### src/rtl/queue_stream_out_pkg.sv
// Shared constants and types for the queue read-side stream adapter.
package queue_stream_out_pkg;

   // Output buffer depth; the credit limit on outstanding words equals this.
   localparam int STREAM_BUF_DEPTH   = 2;

   // Default entry width, matching the queue instance in the top level.
   localparam int DEFAULT_DATA_WIDTH = 32;

   // Occupancy of the output buffer (0..STREAM_BUF_DEPTH).
   typedef logic [1:0] buf_count_t;

endpackage

### src/rtl/queue_stream_out_stream_skid2.sv
// Two-entry register buffer. head_q drives the stream data directly so the
// consumer sees a registered word; tail_q holds the second word under
// backpressure. Push and pop may happen in the same cycle.
module stream_skid2
   import queue_stream_out_pkg::*;
#(
   parameter int DATA_WIDTH = DEFAULT_DATA_WIDTH
) (
   input  logic                  clk,
   input  logic                  reset,
   input  logic                  push,
   input  logic [DATA_WIDTH-1:0] push_data,
   input  logic                  pop,
   output logic [DATA_WIDTH-1:0] head_data,
   output buf_count_t            count
);

   logic [DATA_WIDTH-1:0] head_q, head_d;
   logic [DATA_WIDTH-1:0] tail_q, tail_d;
   buf_count_t            count_q, count_d;

   // Next-state: the new word lands in head when the buffer is (or becomes)
   // empty of older words, otherwise behind them in tail.
   always_comb begin
      head_d  = head_q;
      tail_d  = tail_q;
      count_d = count_q;
      case ({push, pop})
         2'b10: begin
            if (count_q == 2'd0) head_d = push_data;
            else                 tail_d = push_data;
            count_d = count_q + 2'd1;
         end
         2'b01: begin
            head_d  = tail_q;
            count_d = count_q - 2'd1;
         end
         2'b11: begin
            // Pop requires count >= 1, so only counts 1 and 2 reach here.
            if (count_q == 2'd1) begin
               head_d = push_data;
            end else begin
               head_d = tail_q;
               tail_d = push_data;
            end
         end
         default: ;
      endcase
   end

   // Buffer registers, cleared asynchronously.
   always_ff @(posedge clk or posedge reset) begin
      if (reset) begin
         head_q  <= '0;
         tail_q  <= '0;
         count_q <= '0;
      end else begin
         head_q  <= head_d;
         tail_q  <= tail_d;
         count_q <= count_d;
      end
   end

   assign head_data = head_q;
   assign count     = count_q;

endmodule

### src/rtl/queue_stream_out.sv
// Read side of the queue presented as a valid/ready stream. Issues the
// queue's dequeue strobe on credit, tracks the one word in flight through
// the registered RAM read, and captures it into a 2-entry buffer so a
// stalled consumer never causes a fetched word to be dropped.
module queue_stream_out
   import queue_stream_out_pkg::*;
#(
   parameter int DATA_WIDTH = DEFAULT_DATA_WIDTH
) (
   input  logic                  clk,
   input  logic                  reset,
   input  logic                  q_empty,
   input  logic [DATA_WIDTH-1:0] q_data,
   output logic                  q_dequeue,
   output logic                  m_valid,
   input  logic                  m_ready,
   output logic [DATA_WIDTH-1:0] m_data,
   output buf_count_t            count
);

   // Handshake: a word transfers on a rising edge where m_valid && m_ready;
   // m_valid never depends on m_ready and m_data holds while stalled.

   logic       inflight_q, inflight_d;
   logic       pop;
   logic [2:0] credit_use;

   // Credit: words buffered plus in flight, less the one leaving this cycle,
   // must stay below the buffer depth before another read is issued.
   always_comb begin
      pop        = m_valid && m_ready;
      credit_use = {1'b0, count} + {2'b00, inflight_q} - {2'b00, pop};
      q_dequeue  = !reset && !q_empty && (credit_use < 3'(STREAM_BUF_DEPTH));
      inflight_d = q_dequeue;
   end

   // The read issued this cycle returns q_data next cycle.
   always_ff @(posedge clk or posedge reset) begin
      if (reset) inflight_q <= 1'b0;
      else       inflight_q <= inflight_d;
   end

   stream_skid2 #(
      .DATA_WIDTH (DATA_WIDTH)
   ) u_buf (
      .clk       (clk),
      .reset     (reset),
      .push      (inflight_q),
      .push_data (q_data),
      .pop       (pop),
      .head_data (m_data),
      .count     (count)
   );

   assign m_valid = (count != 2'd0);

   a_count_max : assert property (@(posedge clk) disable iff (reset)
      count <= 2'(STREAM_BUF_DEPTH));

   a_credit : assert property (@(posedge clk) disable iff (reset)
      ({1'b0, count} + {2'b00, inflight_q}) <= 3'(STREAM_BUF_DEPTH));

   a_deq_nonempty : assert property (@(posedge clk) disable iff (reset)
      q_dequeue |-> !q_empty);

   a_hold : assert property (@(posedge clk) disable iff (reset)
      (m_valid && !m_ready) |=> (m_valid && $stable(m_data)));

endmodule

### config.mk
export PLATFORM = sky130hd
export DESIGN_NAME = queue_stream_out
export DESIGN_NICKNAME = d
export VERILOG_FILES = /design/src/rtl/queue_stream_out_pkg.sv /design/src/rtl/queue_stream_out_stream_skid2.sv /design/src/rtl/queue_stream_out.sv
export SDC_FILE = /design/constraint.sdc
export NUM_CORES = 1
export LEC_CHECK = 0
export CAP_MARGIN = 40
export CELL_PAD_IN_SITES_DETAIL_PLACEMENT = 0
export CELL_PAD_IN_SITES_GLOBAL_PLACEMENT = 1
export CORE_AREA = 2 2 97 90
export DETAILED_ROUTE_END_ITERATION = 10
export DIE_AREA = 0 0 99 92
export PLACE_DENSITY = 0.85
export SLEW_MARGIN = 20
export SYNTH_ARGS = -nofsm -noshare
export SYNTH_HDL_FRONTEND = slang
export SYNTH_SLANG_ARGS = --single-unit
### constraint.sdc
create_clock -name clk -period 2.85 [get_ports clk]
set_input_delay 0.57 -clock clk [delete_from_list [all_inputs] [get_ports clk]]
set_output_delay 0.57 -clock clk [all_outputs]
set_load 0.01 [all_outputs]
==> results summary <==
The run finished with clean final reports. The via count of the first global-routing pass came out at roughly 2400. At the pin with the least slew margin, the transition time is ~0.68 ns. TritonCTS built the clock tree. Counting cells, the worst reg-to-reg path comes to 8. The proportion of power drawn by combinational gates is 0.437. The number of buffer and inverter stages on the critical path is 2.

The vias per cell came out at between 5 and 6. For the finished layout, the period the worst path requires is about 2.8 ns. The path with the worst hold slack has its endpoint at u_buf.tail_q[30]. The critical register-to-register path startpoint is u_buf.count[1].

The share of total power dissipated in sequential elements is 0.358. The detailed router placed 2391 vias in this run. The synthesis-to-layout area growth came out at 38.8%.

The wire length per cell after detailed routing is roughly 15 um. The number of distinct library cells after synthesis came out at 23. dfrtp_1 is the most common cell in the netlist. The leakage power figure came out at ~1.7 nW. In this run the worst setup path begins at u_buf.count[1]. The worst setup path is of the reg2out kind. The remaining number of nets flagged by the antenna check after routing came out at 0. The data arrival at the endpoint of the critical path came out at 2.20 ns. In the synthesized netlist the dominant register cell turns out to be dfrtp_1. In this run the standard cell core region covers between 0.008 and 0.009 mm2. The final number of max-transition violations came out at 0. The slowest library cell on the worst path is dfrtp_1.

The pre-CTS worst setup slack came out at -0.552 ns. The library cell used as clock root buffer is clkbuf_8. For this run, the slowest stage of the critical path takes slightly below 0.4 ns.

The end of the worst register-to-register path is u_buf.head_data[3]. The first global-routing pass estimated roughly 12000 um of wire. The number of detailed-routing iterations run before antenna repair is 5. The number of antenna diodes in the final layout is 0. The post-CTS clock slew at the launch and capture registers of the worst setup and hold paths came out at 0.07 ns. The type of element capturing the critical path is a primary output. The internal power contribution came out at roughly 3.2 mW.

Yosys attributes the largest share of cell area to dfrtp_1 56%, mux2_2 10%, a31oi_1 6.7%. The average cell area after synthesis is ~11 um2. The power density over cell area came out at about 1100 mW/mm2. The number of antenna violations at the first check in global routing came to 0.

The net count after synthesis came out at between 300 and 400. In this run the horizontal extent of the chip is 99 um. The fraction of synthesis flops using an asynchronous set or reset pin came out at 1.00. The signal on the critical path passes through inv_2, ha_4, nor2b_4, xnor2_2, nand2b_4, fa_2, xor2_1, nor4b_4, buf_2. The share of power burned in the clock network is 0.205.

The setup skew after layout is about 0.012 ns. The Yosys step of the flow raised 0 warnings. The count of pins on the block boundary came out at 72. After layout, the worst setup slack is between 0.07 and 0.08 ns. In the final layout, the share of cells above drive strength 1 is 0.208.

The share of the Yosys chip area taken by registers is 0.558. The initial standard-cell utilization of the core came out at 0.366. The count of final setup violators came out at 0. Of the total power, the share spent switching nets is 0.330. The DRC violation count after routing came out at 0. The count of endpoints failing hold in the final timing report is 0. The detailed router finished its first iteration with 141 violations. The final estimated routing congestion in global placement came out at 0.745. Across the VDD grid, the largest voltage drop is between 0.5 and 0.6 mV. The area fraction of the dominant cell type after synthesis is 0.558. The biggest fanout along the worst timing path is 4. In this run the most critical hold path is launched from u_buf.tail_q[30]. The commonest cells after synthesis are 67 x dfrtp_1, 33 x nor2_1, 32 x a31oi_1, 32 x nand3_1, 32 x o21ai_0. The all-layer global routing usage came out at 0.162. The clock sink total came out at 67. Buffers inserted during clock tree synthesis total 9. The net switching power is between 1.5 and 2 mW.

Setup repair after global routing could not meet its margin everywhere. The min-delay analysis places its worst path in the category reg2reg. The worst setup slack for register-to-register paths came out at 0.69 ns.

The placed wire-length estimate after detailed placement is about 4400 um. The final global-route overflow total came out at 0. The number of buffers inserted by port buffering is 71.

The final net count is about 400. From bottom edge to top edge, the die measures 92 um. The later pin in the worst-skew pair is clocked with a latency of ~0.34 ns. STA puts the critical path data required time at about 2.3 ns. The number of hold buffers added after CTS is 0. The floorplan step defined a die boundary enclosing between 0.009 and 0.01 mm2. The number of levels in the clock H-tree is 3.

The number of instances in the synthesized netlist is 273. The worst relative slew slack is 0.544. Entering global routing, the biggest net connects around 70 pins. The cell row count came out at 32. The clock tree buffer depth is 2. The max-capacitance violation count is 0.

The post-route total power is about 4.7 mW. The fraction of the cycle the final worst path needs came out at 0.973. The synthesized area is approximately 0.003 mm2. Counting instances, the worst hold path has a depth of 1.

The count of cell instances traversed by the critical path came out at 9. The register bit count reported by yosys came out at between 60 and 70. Counting flops with a built-in enable in the synthesized netlist gives 0. The cell family contributing the most delay on the critical path is adder cells.

The number of fillers in the final layout is between 700 and 800. The total detailed-routing wirelength is 7050 um. STA classifies the critical path startpoint as a flip-flop. The cell type contributing the most total cell area after synthesis is dfrtp_1. Based on the critical path, the design can be clocked at up to approximately 360 MHz.
==> per-layer routing <==
metal	GRT usage	up-vias	wire length, um
met5	0	-	0
met4	0.0799	0	148
met3	0.0343	18	361
li1	-	1129	-
met1	0.215	1161	3260
met2	0.252	83	3280
==> worst max path at each step <==
| stage | to | slack [ns] |
|---|---|---|
| 2_1_floorplan | q_dequeue | 0.08 |
| 3_3_place_gp | q_dequeue | -0.51 |
| 3_5_place_dp | q_dequeue | -0.55 |
| 4_1_cts | q_dequeue | 0.007 |
| 5_1_grt | q_dequeue | -0.03 |
| 6_report | q_dequeue | 0.08 |
==> worst register-to-register path: cells and delay by family, from the launching register on <==
kind,cells,cell delay (ns)
flops,1,0.39
fa+ha+maj,1,0.23
compound gates,2,0.30
buf+inv,4,0.63
simple gates,1,0.53
==> cells by family after synthesis <==
group | count (synthesis) | synth area share
AO/OA/AOI/OAI | 65 | 0.127
XOR/XNOR | 3 | 0.00874
AND/OR/NAND/NOR | 71 | 0.107
flip-flops | 67 | 0.558
adder cells (fa/ha/maj) | 3 | 0.0150
buffers and inverters | 28 | 0.0508
multiplexers | 36 | 0.134
==> per-stage QoR <==
step | hold WS, ns | setup TNS (ns) | utilization | cell area (um2) | std cells
global placement | 0.468 | -0.511 | 0.470 | 3860 | 438
CTS | 0.495 | 0 | 0.504 | 4140 | 455
detailed placement | 0.475 | -0.552 | 0.470 | 3860 | 438
finish | 0.492 | 0 | 0.508 | 4170 | 458
global route | 0.505 | -0.0292 | 0.508 | 4170 | 458
floorplan | 0.458 | 0 | - | 3010 | 273
==> cell usage in the layout, fill, tap and decap left out, drive strengths merged <==
cell type	n
a211oi	1
a31oi	32
and2	1
buf	20
bufinv	3
clkbuf	9
clkdlybuf4s50	69
clkinv	2
clkinvlp	1
dfrtp	67
dlygate4sd2	1
fa	1
ha	2
inv	6
mux2	34
mux2i	2
nand2	1
nand2b	2
nand3	32
nor2	33
nor2b	1
nor4b	1
o21ai	32
xnor2	2
xor2	1
==> registers in the layout, summed over array words and instances, names as in the netlist <==
name,flops
u_buf.tail_q,32
inflight_q,1
u_buf.count,2
u_buf.head_data,32
==> area by class of cell <==
cell class              instances  area (um2)  area share
clock inverters                 7         124      0.0297
clock buffers                   9         124      0.0297
repair buffers                 90         872       0.209
inverters                       5        18.8     0.00450
well taps                     102         128      0.0306
multi-input cells             178        1230       0.295
flip-flops and latches         67        1680       0.402
==> power by group through the flow <==
stage / clock [mW] / combinational, mW / sequential (mW)
5_1_grt: 1.03 / 2.28 / 1.76
4_1_cts: 0.997 / 2.05 / 1.70
3_3_place_gp: 0 / 1.94 / 1.69
3_5_place_dp: 0 / 2.00 / 1.71
2_1_floorplan: 0 / 1.05 / 1.79
6_report: 0.974 / 2.08 / 1.70
==> repair_timing <==
item                       CTS  global route
pin swaps                    1             2
setup endpoints to repair    1             1
cloned                       0             0
buffers inserted             1             3
gates resized for setup     12             1
Note: power is estimated with default switching activity, not from simulation.
